### src/rtl/multi_channel_transfer_unit_pkg.sv
// Shared types and channel indices for the DRAM<->GLB transfer engine.
package transfer_pkg;

  typedef enum logic [1:0] {IDLE, FWD, BWD, DONE} state_t;
  typedef enum logic {DIR_FWD = 1'b0, DIR_BWD = 1'b1} dir_t;

  localparam int CH_IFMAP  = 0;
  localparam int CH_FILTER = 1;
  localparam int CH_BIAS   = 2;
  localparam int CH_PSUM   = 3;

endpackage

### src/rtl/multi_channel_transfer_unit_fifo.sv
// Show-ahead synchronous FIFO; pointers carry one extra bit to tell full from empty.
module sync_fifo #(
  parameter int DATA_WIDTH = 64,
  parameter int DEPTH      = 16
) (
  input  logic                  clk,
  input  logic                  rst,
  input  logic                  push_i,
  input  logic [DATA_WIDTH-1:0] data_i,
  input  logic                  pop_i,
  output logic                  empty_o,
  output logic                  full_o,
  output logic [DATA_WIDTH-1:0] head_o
);
  localparam int AW = $clog2(DEPTH);

  logic [DATA_WIDTH-1:0] mem [DEPTH];
  logic [AW:0]           wr_ptr_q, rd_ptr_q;

  assign empty_o = (wr_ptr_q == rd_ptr_q);
  assign full_o  = (wr_ptr_q[AW] != rd_ptr_q[AW]) && (wr_ptr_q[AW-1:0] == rd_ptr_q[AW-1:0]);
  assign head_o  = mem[rd_ptr_q[AW-1:0]];

  always_ff @(posedge clk) begin
    if (push_i) mem[wr_ptr_q[AW-1:0]] <= data_i;
  end

  always_ff @(posedge clk or posedge rst) begin
    if (rst) begin
      wr_ptr_q <= '0;
      rd_ptr_q <= '0;
    end else begin
      if (push_i) wr_ptr_q <= wr_ptr_q + 1'b1;
      if (pop_i)  rd_ptr_q <= rd_ptr_q + 1'b1;
    end
  end

endmodule

### src/rtl/multi_channel_transfer_unit.sv
// Credit-controlled block mover between DRAM and one of NUM_CH GLB channels.
module multi_channel_transfer_unit
  import transfer_pkg::*;
#(
  parameter int DATA_WIDTH = 64,
  parameter int NUM_CH     = 4,
  parameter int DEPTH      = 16,
  parameter int ADDR_WIDTH = 20,
  parameter int CH_W       = $clog2(NUM_CH)
) (
  input  logic                  core_clk,
  input  logic                  reset,
  input  logic                  start,
  input  logic                  dir,
  input  logic [CH_W-1:0]       channel_sel,
  input  logic [ADDR_WIDTH-1:0] base_addr,
  input  logic [ADDR_WIDTH-1:0] words_num,
  output logic                  busy,
  output logic                  transfer_done,
  output logic                  cfg_error,
  output logic                  r_en_DRAM,
  input  logic                  valid_from_DRAM,
  input  logic [DATA_WIDTH-1:0] wdata_from_DRAM,
  output logic                  w_en_DRAM,
  input  logic                  ready_from_DRAM,
  output logic [DATA_WIDTH-1:0] rdata_to_DRAM,
  output logic [NUM_CH-1:0]     w_en_GLB,
  output logic [DATA_WIDTH-1:0] wdata_to_GLB,
  output logic [ADDR_WIDTH-1:0] waddr_to_GLB,
  output logic [NUM_CH-1:0]     r_en_GLB,
  output logic [ADDR_WIDTH-1:0] raddr_from_GLB,
  input  logic [DATA_WIDTH-1:0] rdata_from_GLB
);
  state_t                state_q;
  logic [CH_W-1:0]       ch_q;
  logic [ADDR_WIDTH-1:0] base_q, words_q, issued_q, retired_q, retired_d;
  logic                  busy_q, done_q, cfg_err_q, r_en_dram_q, w_en_dram_q, rd_pend_q;
  logic [NUM_CH-1:0]     w_en_glb_q, r_en_glb_q, ch_oh, sel_oh;
  logic [ADDR_WIDTH-1:0] waddr_q, raddr_q;
  logic [DATA_WIDTH-1:0] out_data_q, in_data, load_data, fifo_head;
  logic                  fwd, bwd, out_stall, accept, in_valid, load, credit, last;
  logic                  fifo_push, fifo_pop, fifo_empty, fifo_full;

  for (genvar gi = 0; gi < NUM_CH; gi++) begin : g_dec
    assign ch_oh[gi]  = (ch_q == CH_W'(gi));
    assign sel_oh[gi] = (channel_sel == CH_W'(gi));
  end

  // A single output stage holds the word being delivered; when the FIFO is
  // empty an arriving word bypasses straight into it to keep 1-cycle latency.
  assign fwd       = (state_q == FWD);
  assign bwd       = (state_q == BWD);
  assign out_stall = w_en_dram_q && !ready_from_DRAM;
  assign accept    = w_en_dram_q && ready_from_DRAM;
  assign in_valid  = (fwd && valid_from_DRAM) || (bwd && rd_pend_q);
  assign in_data   = fwd ? wdata_from_DRAM : rdata_from_GLB;
  assign load      = (fwd || bwd) && !out_stall && (!fifo_empty || in_valid);
  assign fifo_pop  = load && !fifo_empty;
  assign fifo_push = in_valid && (out_stall || !fifo_empty) && (!fifo_full || fifo_pop);
  assign load_data = fifo_empty ? in_data : fifo_head;
  assign retired_d = retired_q + ADDR_WIDTH'(fwd ? load : (bwd && accept));
  assign credit    = (issued_q < words_q) && ((issued_q - retired_q) < ADDR_WIDTH'(DEPTH));
  assign last      = fwd ? (retired_q == words_q) : (retired_d == words_q);

  sync_fifo #(.DATA_WIDTH(DATA_WIDTH), .DEPTH(DEPTH)) u_fifo (
    .clk(core_clk), .rst(reset), .push_i(fifo_push), .data_i(in_data), .pop_i(fifo_pop),
    .empty_o(fifo_empty), .full_o(fifo_full), .head_o(fifo_head)
  );

  always_ff @(posedge core_clk or posedge reset) begin
    if (reset) begin
      state_q <= IDLE;      ch_q <= '0;        base_q <= '0;     words_q <= '0;
      issued_q <= '0;       retired_q <= '0;   busy_q <= 1'b0;   done_q <= 1'b0;
      cfg_err_q <= 1'b0;    r_en_dram_q <= 1'b0; w_en_dram_q <= 1'b0; rd_pend_q <= 1'b0;
      w_en_glb_q <= '0;     r_en_glb_q <= '0;  waddr_q <= '0;    raddr_q <= '0;
      out_data_q <= '0;
    end else begin
      done_q      <= 1'b0;
      cfg_err_q   <= 1'b0;
      r_en_dram_q <= 1'b0;
      r_en_glb_q  <= '0;
      rd_pend_q   <= |r_en_glb_q;
      case (state_q)
        IDLE: if (start) begin
          if (32'(channel_sel) >= 32'(NUM_CH)) begin
            cfg_err_q <= 1'b1;
          end else if (words_num == '0) begin
            state_q <= DONE;
            busy_q  <= 1'b1;
            done_q  <= 1'b1;
          end else begin
            ch_q      <= channel_sel;
            base_q    <= base_addr;
            words_q   <= words_num;
            issued_q  <= ADDR_WIDTH'(1);
            retired_q <= '0;
            busy_q    <= 1'b1;
            if (dir_t'(dir) == DIR_BWD) begin
              state_q    <= BWD;
              r_en_glb_q <= sel_oh;
              raddr_q    <= base_addr;
            end else begin
              state_q     <= FWD;
              r_en_dram_q <= 1'b1;
            end
          end
        end
        FWD, BWD: begin
          if (start) cfg_err_q <= 1'b1;
          if (credit) begin
            issued_q <= issued_q + 1'b1;
            if (fwd) begin
              r_en_dram_q <= 1'b1;
            end else begin
              r_en_glb_q <= ch_oh;
              raddr_q    <= base_q + issued_q;
            end
          end
          retired_q <= retired_d;
          if (!out_stall) begin
            w_en_glb_q  <= (fwd && load) ? ch_oh : '0;
            w_en_dram_q <= bwd && load;
            if (load) begin
              out_data_q <= load_data;
              if (fwd) waddr_q <= base_q + retired_q;
            end
          end
          if (last) begin
            state_q <= DONE;
            done_q  <= 1'b1;
          end
        end
        DONE: begin
          state_q <= IDLE;
          busy_q  <= 1'b0;
        end
        default: state_q <= IDLE;
      endcase
    end
  end

  assign busy           = busy_q;
  assign transfer_done  = done_q;
  assign cfg_error      = cfg_err_q;
  assign r_en_DRAM      = r_en_dram_q;
  assign w_en_DRAM      = w_en_dram_q;
  assign rdata_to_DRAM  = out_data_q;
  assign w_en_GLB       = w_en_glb_q;
  assign wdata_to_GLB   = out_data_q;
  assign waddr_to_GLB   = waddr_q;
  assign r_en_GLB       = r_en_glb_q;
  assign raddr_from_GLB = raddr_q;

endmodule

### config.mk
export PLATFORM = sky130hd
export DESIGN_NAME = multi_channel_transfer_unit
export DESIGN_NICKNAME = d
export VERILOG_FILES = /design/src/rtl/multi_channel_transfer_unit_pkg.sv /design/src/rtl/multi_channel_transfer_unit_fifo.sv /design/src/rtl/multi_channel_transfer_unit.sv
export SDC_FILE = /design/constraint.sdc
export NUM_CORES = 2
export LEC_CHECK = 0
export CAP_MARGIN = 20
export CORE_MARGIN = 3
export CORE_UTILIZATION = 60
export CTS_BUF_LIST = sky130_fd_sc_hd__clkbuf_4 sky130_fd_sc_hd__clkbuf_8
export CTS_CLUSTER_SIZE = 25
export DETAILED_ROUTE_END_ITERATION = 12
export DONT_BUFFER_PORTS = 1
export PLACE_DENSITY = 0.87
export SYNTH_ARGS = -nofsm -noshare
export SYNTH_HDL_FRONTEND = slang
export SYNTH_HIERARCHICAL = 1
export SYNTH_SLANG_ARGS = --single-unit
export TNS_END_PERCENT = 5
### constraint.sdc
create_clock -name core_clk -period 5.6 [get_ports core_clk]
set_input_delay 0.56 -clock core_clk [delete_from_list [all_inputs] [get_ports core_clk]]
set_output_delay 0.56 -clock core_clk [all_outputs]
set_load 0.02 [all_outputs]
=== Yosys cells after proc, flatten, opt, wreduce, memory -nomap -nowiden ===
Memories as Yosys holds them, arrays and structs flattened.
Cells that the tools add are included.

* Register bits after elaboration: 212
* RAM bits: 1024
* Input bits: 176
* Output and inout bits: 181
* Logic and storage cells: 136
* Memories kept: 1

{| class="wikitable"
|+ Memory list
! memory !! depth !! width !! read ports !! clocked after Yosys merged registers in !! wr ports !! line !! source
|-
| u_fifo.mem || 16 || 64 || 1 || 0 || 1 || multi_channel_transfer_unit_fifo.sv:17 || <nowiki>logic [DATA_WIDTH-1:0] mem [DEPTH];</nowiki>
|}

* Add/subtract/negate cells: 7
* $lt $le $gt $ge: 2
* Eq/ne operators: 20
* Mux-type cells: 45
* Bitwise gates (word level): 2
* Reduce and logical (&&, ||, !) cells: 40

{| class="wikitable"
|+ Operator list
! cell !! count
|-
| two-way mux 20 bit || 10
|-
| two-way mux 64 bit || 2
|-
| one-hot mux 20 bit (2 select lines) || 3
|-
| adder 20 bit || 2
|-
| == test 20 bit || 2
|-
| two-way mux 4 bit || 6
|-
| adder 20 x 1 -> 20 bit || 1
|-
| adder 20 x 1 -> 20 bit, second input constant || 1
|-
| zero test 20 bit || 1
|-
| less-than comparator 20 bit || 1
|-
| less-than comparator 20 x 5 -> 1 bit, second input constant || 1
|-
| subtractor 20 bit || 1
|-
| two-way mux 1 bit || 15
|-
| logical AND 1 bit || 14
|-
| == test 2 bit, second input constant || 6
|-
| inequality test 2 bit, second input constant || 6
|-
| adder 5 x 1 -> 5 bit, second input constant || 2
|-
| AND reduction 3 bit || 3
|-
| two-way mux 2 bit || 4
|-
| one-hot mux 4 bit (2 select lines) || 1
|-
| AND reduction 4 bit || 2
|-
| == test 2 x 1 -> 1 bit, second input constant || 3
|-
| zero test 2 bit || 3
|-
| one-hot mux 1 bit (2 select lines) || 3
|-
| other kinds (12) || 23
|}

=== Depth between registers and ports, before layout ===
* Depth in word-level cells: 11
* Gate-level depth with buffers: 24
* Gate-level depth less buffers: 18

=== Hierarchy ===
The synthesis kept the hierarchy.

{| class="wikitable"
|+ By module, submodules not included
! module !! instances !! cells an instance !! area an instance (sq um) !! seq. area each (sq um)
|-
| sync_fifo || 1 || 1769 || 39693.1 || 30999.7
|-
| multi_channel_transfer_unit || 1 || 1577 || 14183.6 || 5054.8
|}

=== Least setup slack after synthesis ===
No wires, ideal clock.

* Kind: flip-flop to flip-flop
* Start: register state_q[1]
* End: register state_q[1]
* Library setup time: 90 ps
* Data arrival time: 4823 ps
* Required time: 5510 ps
* Path slack: 687 ps
* Stages on the path, launching flop included: 22
* Clock period less this slack: 4913 ps
* Path through: dfrtp_1 inv_1 ha_1 clkbuf_1 buf_1 buf_1 nand2_1 clkbuf_1 nand2_1 ha_1 ha_1 and3_1 nand4_1 or2_2 clkbuf_1 nor4bb_1 a21oi_1 o22ai_1 o211ai_1 nor3_1 mux2_1 o221ai_1

* Longest elaborated chain between the ends: 11
* Elaborated cells between the ends (all ways): 21
* Classes of those cells: add/sub: 1; eq/ne: 6; mux: 3; reduce/logical: 11

{| class="wikitable"
|+ Ends and longest elaborated chain
! item !! line !! source
|-
| start, declared || multi_channel_transfer_unit.sv:34 || <nowiki>state_t state_q;</nowiki>
|-
| start signal, assigned || multi_channel_transfer_unit.sv:72 || <nowiki>state_q <= IDLE; ch_q <= '0; base_q <= '0; words_q <= '0;</nowiki>
|-
| start signal, assigned || multi_channel_transfer_unit.sv:88 || <nowiki>state_q <= DONE;</nowiki>
|-
| start signal, assigned || multi_channel_transfer_unit.sv:99 || <nowiki>state_q <= BWD;</nowiki>
|-
| == test 2 x 1 -> 1 bit / == test 2 bit (equally long branches) || multi_channel_transfer_unit.sv:51, multi_channel_transfer_unit.sv:83, multi_channel_transfer_unit.sv:52 ||
|-
| logical AND 1 bit || multi_channel_transfer_unit.sv:55 || <nowiki>assign in_valid = (fwd && valid_from_DRAM) || (bwd && rd_pend_q);</nowiki>
|-
| logical OR 1 bit || multi_channel_transfer_unit.sv:55 ||
|-
| logical OR 1 bit || multi_channel_transfer_unit.sv:57 || <nowiki>assign load = (fwd || bwd) && !out_stall && (!fifo_empty || in_valid);</nowiki>
|-
| logical AND 1 bit || multi_channel_transfer_unit.sv:57 ||
|-
| two-way mux 1 bit || multi_channel_transfer_unit.sv:61 || <nowiki>assign retired_d = retired_q + ADDR_WIDTH'(fwd ? load : (bwd && accept));</nowiki>
|-
| adder 20 x 1 -> 20 bit || multi_channel_transfer_unit.sv:61 ||
|-
| == test 20 bit || multi_channel_transfer_unit.sv:63 || <nowiki>assign last = fwd ? (retired_q == words_q) : (retired_d == words_q);</nowiki>
|-
| two-way mux 1 bit || multi_channel_transfer_unit.sv:63 ||
|-
| inequality test 2 bit (no source line) || -- ||
|-
| AND reduction 2 bit (no source line) || -- ||
|}

Parallel ways exist; a longest one is shown, timed or not.
A chain may end at the register's enable or synchronous reset.

=== Worst setup path after layout ===
* Start: register state_q[0]
* End: register state_q[1]

Same word-level chain as after synthesis.

==> run summary <==
Clock network power share -> 30.5%
Max Clock Skew -> 44.11 ps
CP Class -> flip-flop to flip-flop
Seq pwr share -> 44.4%
Initial Util -> 60.78%
Syn Area/Cell -> 16.10 um2
Post-route cell area -> 59060 um2
Status -> completed
Non-Filler Instances -> 4729
Synth async-reset ratio -> 17.15%
Cell area after synthesis -> 53880 um2
Initial DRC count -> 3594
Post-Synthesis Cells -> 3346
Post-synth EDFFs -> 1024
Placed Cells -> 4332
Pwr/cell area -> 430.9 nW/um2
# port buffers -> 0
Layout Nets -> 3673
WL final -> 130900 um
Crit path required time -> 6340 ps
Comb power frac -> 25.1%
Largest net degree at the start of global routing -> 162
Die Height -> 305.7 um
Die width -> 305.7 um
Unique masters post-synth -> 83
Final Hold Fails -> 0
Cell taking the most area after synthesis -> edfxtp_1
Relative slew margins -> 9.891%
Total GRT Usage -> 27.91%
WP data arrival -> 5840 ps
YS warnings -> 6
Sw Share -> 32.12%
Seq/Total Area, Yosys -> 66.92%
Detailed Place HPWL -> 74660 um
DRC -> 0
Drt pass-1 iters -> 5
Post-Syn Nets -> 3614
Final setup fails -> 0
Sequential standard cell area -> 36070 um2
Worst vdd ir -> 419.2 uV
Post-CTS setup buffers -> 0
CTS Root Cell -> clkbuf_8
Clock latency on the worst-skew pair -> 860 ps
CTS Buffer Depth -> 3
Final Wtd Congestion -> 0.9253
Final slew viol count -> 0
CP Capture Type -> flip-flop
Die ar. -> 93430 um2
P_sw -> 8.175 mW
I/O Pins -> 357
#FFs+latches synth -> 1236
Post-route core utilization -> 66.62%
FP Rows -> 109
Lkg Pwr -> 20.96 nW
Placed cell areas -> 54550 um2
Ratio of cells with drive above 1 in the final layout -> 19.59%
Via density -> 6.614
Sink Count -> 1236
P_int -> 17.27 mW
Vias -> 31.28k
Initial antenna violation count -> 4
Top cell type's share of synthesized area -> 57.07%
Clock-pin slew on the worst setup and hold paths -> 60 ps
H-tree lvl count -> 4
First-pass GRT wire length -> 195800 um
Layout area overhead -> 9.614%
Number of global-route vias before repair -> 31.91k
Main flop type after synthesis -> edfxtp_1
Fin Setup TNS -> 0 ps
RSZ-0062 raised after global routing -> no
Core area -> 88650 um2
Multi-input logic area -> 16240 um2
Hold Crit Class -> input port to flip-flop
Top post-synthesis cells by area -> edfxtp_1 (57%), dfrtp_1 (9.8%), mux4_2 (7.4%), mux2i_1 (4.8%), ha_1 (2.1%)
Worst Setup Start Kind -> flip-flop
Grt ovf -> 0
Number of max-cap violations -> 0
Fmax achieved -> 196.0 MHz
CTS tree -> done
ANT nets after route -> 0
Slew @ Worst Pin -> 1352 ps
Crit path max fanout -> 9
Fin crit share -> 91.11%
DR WL/cell -> 27.68 um
Fillers -> 5557
Fin crit period -> 5102 ps
Most numerous cell in the Yosys netlist -> edfxtp_1
Synth top cells by count -> edfxtp_1 (1024), mux2i_1 (260), nand2_1 (236)
CTS Buf Count -> 188
==> layout by cell type, fill, tap and decap left out, types with 66 or more instances in the layout <==
cell and instances:
ha_1 89, mux4_2 178, a21oi_1 75, mux2i_1 260
o21ai_1 71, nand2_1 236, a32oi_1 66, o21ai_0 163
clkbuf_4 66, mux2_2 80, dfrtp_1 209, edfxtp_1 1024
clkbuf_8 206, a22oi_1 69, inv_1 66
==> worst paths after layout <==
path	from	to	slack [ps]	cells after the start
max	state_q[0]$_DFFE_PP0P_	state_q[1]$_DFFE_PP0P_	500	18
min in group asynchronous	reset	u_fifo/rd_ptr_q[1]$_DFFE_PP0P_	290	2
max in group asynchronous	reset	retired_q[18]$_DFFE_PP0P_	4290	3
max reg2reg	state_q[0]$_DFFE_PP0P_	state_q[1]$_DFFE_PP0P_	500	18
min	dir	r_en_GLB[0]$_DFF_PP0_	100	4
min reg2reg	u_fifo/wr_ptr_q[4]$_DFFE_PP0P_	u_fifo/wr_ptr_q[4]$_DFFE_PP0P_	490	1
==> state kept, by name, summed over array words and instances (netlist names) <==
signal           count
u_fifo/rd_ptr_q      5
u_fifo/mem        1024
waddr_to_GLB        20
raddr_from_GLB      20
r_en_GLB             4
transfer_done        1
rdata_to_DRAM       64
words_q             20
rd_pend_q            1
cfg_error            1
w_en_DRAM            1
ch_q                 2
busy                 1
base_q              20
u_fifo/wr_ptr_q      5
state_q              2
issued_q            20
r_en_DRAM            1
w_en_GLB             4
retired_q           20
==> through the flow <==
stage | setup WS [ps] | hold slack, ps | total power [mW]
2_1_floorplan | 686.6 | 400.2 | 16.53
3_3_place_gp | 687.5 | 459.3 | 17.49
3_5_place_dp | 448.8 | 455.5 | 17.70
4_1_cts | 420.2 | 21.80 | 25.48
5_1_grt | 194.7 | 81.89 | 26.45
6_report | 497.9 | 102.2 | 25.45
==> cells by family (layout without fill, tap and decap cells) <==
group | count (synthesis) | after routing | share of synthesized area, %
adders and majority gates | 92 | 92 | 2.164
buffers and inverters | 309 | 526 | 3.100
other | 0 | 1 | 0
muxes | 553 | 553 | 15.20
DFF | 1236 | 1236 | 66.92
xor gates and xnor gates | 80 | 80 | 1.301
AOI/OAI and AO/OA | 561 | 561 | 6.637
and+or+nand+nor | 515 | 515 | 4.673
==> final cells by class <==
type / count / share of cell area, %
Clock buffer: 272 / 5.640
Clock inverter: 76 / 1.123
Antenna cell: 1 / 0.004237
Sequential cell: 1236 / 61.07
Tap cell: 1165 / 2.468
Timing Repair Buffer: 108 / 1.742
Inverter: 70 / 0.4513
Multi-Input combinational cell: 1801 / 27.50
==> power groups by stage <==
| stage | clock network [mW] | registers (mW) | logic [mW] |
|---|---|---|---|
| final | 7.76 | 11.3 | 6.39 |
| after global routing | 8.28 | 11.4 | 6.79 |
| after CTS | 7.86 | 11.3 | 6.29 |
| after detailed placement | 0 | 11.5 | 6.19 |
| after global placement | 0 | 11.5 | 6.00 |
| after floorplan | 0 | 10.9 | 5.60 |
==> worst max-delay path, cell delays in order (launching register included) <==
cell and delay, ps:
dfrtp_1 480, inv_1 130, ha_1 310, nand2_1 230
a21oi_1 300, nand2_1 110, nand2_1 90, ha_1 210
ha_1 290, nand3_1 210, nor3_1 600, nand3_1 330
xnor2_1 210, or3_1 310, a21oi_1 150, o22ai_1 110
nor3_2 380, mux2_1 370, o221ai_1 160
==> metal layers <==
| metal | vias to the layer above | GRT usage [%] | routed length, um |
|---|---|---|---|
| met5 | - | 0 | 29 |
| met4 | 4 | 11.77 | 4668 |
| met3 | 370 | 6.637 | 13420 |
| met2 | 1907 | 45.56 | 64560 |
| met1 | 15730 | 36.40 | 48240 |
| li1 | 13270 | - | - |
==> repair_timing <==
| item | CTS | global route |
|---|---|---|
| endpoints found under the hold margin | 282 | 0 |
| resized for setup | 0 | 1 |
| setup endpoints to repair | 0 | 1 |
| hold buffers | 46 | 0 |
Note: power is estimated with default switching activity, not from simulation.
